### src/rtl/wb_arbiter.sv
// Writeback arbiter: merges ALU and load results onto the regfile write port,
// steering R15 writes to the PC port. Optional macro WB_ROUND_ROBIN_EN.
module wb_arbiter #(
  parameter int DW = 32,
  parameter int AW = 4
) (
  input  logic          clk,
  input  logic          reset,
  input  logic          alu_valid,
  output logic          alu_ready,
  input  logic [AW-1:0] alu_wa,
  input  logic [DW-1:0] alu_wd,
  input  logic          mem_valid,
  output logic          mem_ready,
  input  logic [AW-1:0] mem_wa,
  input  logic [DW-1:0] mem_wd,
  output logic          we3,
  output logic [AW-1:0] wa3,
  output logic [DW-1:0] wd3,
  output logic          pc_we,
  output logic [DW-1:0] pc_wd,
  output logic          busy
);

  localparam logic [AW-1:0] PC_ADDR = '1;

  logic          full_alu, full_mem;
  logic [AW-1:0] wa_alu, wa_mem;
  logic [DW-1:0] wd_alu, wd_mem;
  logic          older_mem_q;
  logic          grant_alu, grant_mem;
  logic          mem_wins_conflict;
  logic          accept_alu, accept_mem;
  logic          keep_alu, keep_mem;
  logic          any_grant, to_pc;
  logic [AW-1:0] sel_wa;
  logic [DW-1:0] sel_wd;

`ifdef WB_ROUND_ROBIN_EN
  // Set when alu won the most recent contended grant; mem takes the next one.
  logic last_alu_q;
  assign mem_wins_conflict = last_alu_q;
`else
  assign mem_wins_conflict = 1'b1;
`endif

  // Grant looks only at slot state, so ready never depends on valid.
  always_comb begin
    // NOTE: default every always_comb output first so no path can infer a latch.
    grant_alu = 1'b0;
    grant_mem = 1'b0;
    if (full_alu && full_mem) begin
      grant_mem = (wa_alu == wa_mem) ? older_mem_q : mem_wins_conflict;
      grant_alu = ~grant_mem;
    end else begin
      grant_alu = full_alu;
      grant_mem = full_mem;
    end
  end

  assign alu_ready  = ~reset & (~full_alu | grant_alu);
  assign mem_ready  = ~reset & (~full_mem | grant_mem);
  assign accept_alu = alu_valid & alu_ready;
  assign accept_mem = mem_valid & mem_ready;
  assign keep_alu   = full_alu & ~grant_alu;
  assign keep_mem   = full_mem & ~grant_mem;

  assign any_grant = grant_alu | grant_mem;
  assign sel_wa    = grant_mem ? wa_mem : wa_alu;
  assign sel_wd    = grant_mem ? wd_mem : wd_alu;
  assign to_pc     = any_grant & (sel_wa == PC_ADDR);

  assign we3   = any_grant & ~to_pc;
  assign wa3   = we3 ? sel_wa : '0;
  assign wd3   = we3 ? sel_wd : '0;
  assign pc_we = to_pc;
  assign pc_wd = to_pc ? sel_wd : '0;
  assign busy  = full_alu | full_mem;

  // NOTE: sequential state uses non-blocking assignments so all flops update together.
  always_ff @(posedge clk or posedge reset) begin
    if (reset) begin
      full_alu    <= 1'b0;
      full_mem    <= 1'b0;
      older_mem_q <= 1'b1;
    end else begin
      full_alu    <= accept_alu | keep_alu;
      full_mem    <= accept_mem | keep_mem;
      // A slot that stays put is older than one refilled this edge; a tie favours mem.
      older_mem_q <= ~keep_alu | keep_mem;
    end
  end

`ifdef WB_ROUND_ROBIN_EN
  always_ff @(posedge clk or posedge reset) begin
    if (reset) begin
      last_alu_q <= 1'b1;
    end else if (full_alu && full_mem) begin
      last_alu_q <= grant_alu;
    end
  end
`endif

  // NOTE: payload registers carry no reset; they are only observed behind a full bit.
  always_ff @(posedge clk) begin
    if (accept_alu) begin
      wa_alu <= alu_wa;
      wd_alu <= alu_wd;
    end
    if (accept_mem) begin
      wa_mem <= mem_wa;
      wd_mem <= mem_wd;
    end
  end

endmodule

### config.mk
export PLATFORM = sky130hd
export DESIGN_NAME = wb_arbiter
export DESIGN_NICKNAME = d
export VERILOG_FILES = /design/src/rtl/wb_arbiter.sv
export SDC_FILE = /design/constraint.sdc
export NUM_CORES = 1
export LEC_CHECK = 0
export BUFFER_PORTS_ARGS = -buffer_cell sky130_fd_sc_hd__buf_4
export CAP_MARGIN = 40
export CELL_PAD_IN_SITES_DETAIL_PLACEMENT = 1
export CELL_PAD_IN_SITES_GLOBAL_PLACEMENT = 2
export CORE_UTILIZATION = 29
export CTS_BUF_LIST = sky130_fd_sc_hd__clkbuf_8
export CTS_CLUSTER_DIAMETER = 30
export DETAILED_ROUTE_END_ITERATION = 8
export PLACE_DENSITY = 0.91
export SETUP_SLACK_MARGIN = 0.3
export SLEW_MARGIN = 20
export SYNTH_ARGS = -nofsm -noshare
export SYNTH_HDL_FRONTEND = slang
export SYNTH_SLANG_ARGS = --single-unit
### constraint.sdc
create_clock -name clk -period 4.3 [get_ports clk]
set_input_delay 0.645 -clock clk [delete_from_list [all_inputs] [get_ports clk]]
set_output_delay 0.645 -clock clk [all_outputs]
set_load 0.02 [all_outputs]
# Yosys cells after proc, flatten, opt, wreduce, memory -nomap -nowiden

Index checks and enable logic that the tools add are counted.

Register bits after elaboration: 75
Logic and storage cells: 41
Output and inout bits: 73
Input port bits: 76

Muxes and demuxes: 8
Reductions and logical operators: 1
Bitwise operators: 23
Equality and inequality tests: 2

Operator list:

| kind               | count |
|---|---|
| $mux 32            | 3 |
| $and 1x1->1        | 8 |
| $mux 4             | 2 |
| $not 1->1          | 8 |
| $or 1x1->1         | 7 |
| $eq 4x4->1         | 1 |
| $eq 4x4->1 const B | 1 |
| $mux 1             | 3 |
| $logic_and 1x1->1  | 1 |

# Logic depth before layout (Yosys ltp)

Word-level depth: 9
Depth in mapped cells: 7
Mapped depth without buffers: 5

# Worst setup path after synthesis

No wires, ideal clock.

Path type: register to register
Start point: reg wa_alu[1]
End point: reg wa_alu[0], enable pin
Buffers on the path: 0
Library setup time: 0.429 ns
Stages on the path, launching flop included: 5
Arrival time: 2.602 ns
Path slack: 1.269 ns
Data required time: 3.871 ns
Cells stage by stage: edfxtp_1 > xor2_1 > nor3_2 > a21oi_1 > nor2_1

Cells in the longest elaborated chain, start to end: 7

Ends and longest elaborated chain:

| what                   | line | RTL |
|---|---|---|
| start, declared        | 28   | `logic [AW-1:0] wa_alu, wa_mem;` |
| start signal, assigned | 107  | `wa_alu <= alu_wa;` |
| $eq 4x4->1             | 53   | `grant_mem = (wa_alu == wa_mem) ? older_mem_q : mem_wins_conflict;` |
| $mux 1                 | 53   |  |
| $not 1->1              | 54   | `grant_alu = ~grant_mem;` |
| $mux 1                 | 52   | `if (full_alu && full_mem) begin` |
| $or 1x1->1             | 61   | `assign alu_ready = ~reset & (~full_alu \| grant_alu);` |
| $and 1x1->1            | 61   |  |
| $and 1x1->1            | 63   | `assign accept_alu = alu_valid & alu_ready;` |
| net accept_alu         | 33   | `logic accept_alu, accept_mem;` |

The timed path passes the listed nets, and every way through them passes these cells.
A chain may end at the register's enable or synchronous reset.

# Final worst setup path

Start point: reg wa_mem[1]
End point: out wd3[14]

Cells in the longest elaborated chain, start to end: 9
Elaborated cells on any way between the ends: 13
Classes of those cells: eq/ne: 2; mux: 6; bitwise: 5

Ends and longest elaborated chain:

| what                                     | line   | RTL |
|---|---|---|
| start, declared                          | 28     |  |
| start signal, assigned                   | 111    | `wa_mem <= mem_wa;` |
| $eq 4x4->1                               | 53     |  |
| $mux 1                                   | 53     |  |
| $mux 1 or $not 1->1 (tied branches)      | 52, 54 |  |
| $mux 4 or $mux 1 (tied branches)         | 69, 52 |  |
| $eq 4x4->1 or $or 1x1->1 (tied branches) | 71, 68 |  |
| $and 1x1->1                              | 71     | `assign to_pc = any_grant & (sel_wa == PC_ADDR);` |
| $not 1->1                                | 73     | `assign we3 = any_grant & ~to_pc;` |
| $and 1x1->1                              | 73     |  |
| $mux 32 *                                | 75     | `assign wd3 = we3 ? sel_wd : '0;` |
| end, declared                            | 19     | `output logic [DW-1:0] wd3,` |

Every way passes the cells marked *; elsewhere a longest branch is shown, timed or not.

==> results.cfg <==
[detailed_routing]
dr.first_iter.drc_count = 104
postRouteWirelength_mm = 8.93
drc = 0
drtAntennaViolNets = 0
vias = 2437
avgViaCountPerCell = 4.70
wl_per_cell_um = 17.2
drtPass1Iterations = 4

[cts]
cts.repair.resized = 0
numCtsBuffers = 9
cts_setup_buffers = 0
clockBufferDepth = 2
cts_tree = done
cts_root_buffer = clkbuf_8
h-tree-depth = 3
insertion_delay_ns = 0.34
clkTransAtPathRegs_ns = 0.08
clock-sinks = 75
hold_buffers = 0

[setup_path]
critPathLaunchType = register
arrival_ns = 2.69
required_ns = 3.65
end_kind = output port
cp_slowest_cell = mux2i_4
crit_chain = xor2_1 -> nor3_2 -> a31oi_4 -> mux2i_4 -> buf_4 -> nor2_1 -> buf_4
cpMostUsedCell = buf_4
cp_max_fo = 19
crit_type = register to output port
cpPeakStageDelay_ns = 0.56
crit_family = multiplexers
worst-path-buf-inv = 2

[placed_design]
io_buffers = 148
gp_congestion = 0.760
hpwl_mm = 6.29

[sta]
hold_viol = 0
final.period_utilization_pct = 77.7
setup_viol = 0
rsz0062_at_grt = false
worstMarginPinSlew_ns = 0.716
holdWs_ns = 0.211
maxSlewHeadroom_pct = 52.2
tns_ns = 0
finalCriticalPeriod_ns = 3.34
skew_ns = 0.0120
fmax_mhz = 299
slew_violations = 0

[global_routing]
grt_pass1_vias = 2653
busiest_layer = met2
grt-ovfl-total = 0
grt_usage_pct = 16.2
grt_use_met3_pct = 4.82
grt_pass1_wl_mm = 13.7
met2_usage_pct = 29.6
grt_max_degree = 39
use_met1_pct = 18.4
antenna_found_initial = 0

[layout]
fin_util_pct = 43.9
layout.nets = 454
seq_area_um2 = 2240
fillers = 1139
multi_input_area_um2 = 786
antenna_cells = 0
synthToLayoutAreaGrowth_pct = 46.4
drive_gt1_share_pct = 45.7

[synth]
yosysTopAreaCellShare_pct = 69.5
yosysUniqueCellTypes = 22
synth_commonest_cells = nor2_1 (75), edfxtp_1 (72), a32oi_1 (34)
yosysMostFrequentCell = nor2_1
ys_seq_area_share_pct = 72.0
syn_area_um2 = 3110
syn_inst = 230
avgSynthCellArea_um2 = 13.5
yosys_warnings = 0
syn_nets = 306
synth-seq-cells = 75
async_flop_share_pct = 4.00
synth_top_area_cell = edfxtp_1
synth_edf_count = 72
synth_flop_cell = edfxtp_1
synth_area_leaders = edfxtp_1 (70%), a32oi_1 (9.6%), nor2_1 (9.1%), dfrtp_1 (1.6%), buf_4 (1.2%)

[die]
boundaryPins = 149
start_util_pct = 30.0
die_area_um2 = 11100
num_rows = 37
die_w_um = 106
die_y_um = 106
core_um2 = 10400

[power]
power.leakage_nw = 1.86
ir_drop_mv = 0.150
cellPowerDensity_nw_per_um2 = 339

[run]
maxCapViolations = 0

[min_path]
hold_class = input port to async pin

[run_status]
outcome = finished, final reports clean
-- worst paths after layout --
path / cells after the start / from / slack (ns) / to
min in group clk: 1 / mem_wd[17] / 0.48 / wd_mem[17]$_DFFE_PP_
worst max register to register: 5 / wa_mem[1]$_DFFE_PP_ / 2.00 / wd_alu[23]$_DFFE_PP_
worst min-delay path: 2 / reset / 0.21 / full_alu$_DFF_PP0_
worst max-delay path: 7 / wa_mem[1]$_DFFE_PP_ / 0.96 / wd3[14]
max in group asynchronous: 2 / reset / 3.85 / older_mem_q$_DFF_PP1_
worst min register to register: 2 / full_mem$_DFF_PP0_ / 0.71 / full_mem$_DFF_PP0_
-- kinds of logic (layout without fill, tap and decap cells) --
group           after synthesis  in the layout  synth area share, %
flops                        75             75                 72.0
xor+xnor                      3              3                0.845
compound gates               40             40                 11.1
buf+inv                      21            174                 3.26
mux                           2              2                 1.21
simple gates                 89             89                 11.6
-- layout by cell type, fill, tap and decap left out, types with 3 or more instances in the layout --
| cell | n |
|---|---|
| a21oi_1 | 3 |
| a32oi_1 | 34 |
| buf_4 | 152 |
| inv_1 | 6 |
| edfxtp_1 | 72 |
| nor2_1 | 73 |
| nand2_1 | 6 |
| xor2_1 | 3 |
| clkbuf_8 | 9 |
-- cell type report --
| type | instances | share of cell area (%) |
|---|---|---|
| inverters | 4 | 0.330 |
| clock inverters | 7 | 0.824 |
| repair buffers | 154 | 26.0 |
| well taps | 136 | 3.74 |
| flip-flops and latches | 75 | 49.1 |
| clock buffers | 9 | 2.72 |
| multi-input cells | 134 | 17.3 |
-- sequential cells by signal, indices dropped and copies added, names as in the netlist --
name	count
wd_mem	32
wa_alu	4
wa_mem	4
wd_alu	32
older_mem_q	1
full_alu	1
full_mem	1
-- metal layers --
metal	vias up	share of wire [%]
li1	1163	-
met1	1186	40
met2	81	53
met3	7	5.9
met4	0	0.82
met5	-	0
-- stage by stage --
stage               instance area [µm²]  std cells  power (W)  setup WS, ns
CTS                                4550        519    0.00157         0.928
detailed placement                 4390        503    0.00111          1.32
global route                       4550        519    0.00161         0.742
finish                             4550        519    0.00154         0.961
floorplan                          3110        230   0.000979          1.27
global placement                   4350        501    0.00110          1.43
-- report_power, final --
part | total, W | internal (W) | leakage, nW | switching [W]
combinational | 0.000243 | 0.000109 | 1.07 | 0.000135
clock | 0.000451 | 0.000202 | 0.0890 | 0.000249
sequential | 0.000850 | 0.000838 | 0.711 | 0.0000116
No activity file was read; power rests on OpenSTA's default activity.
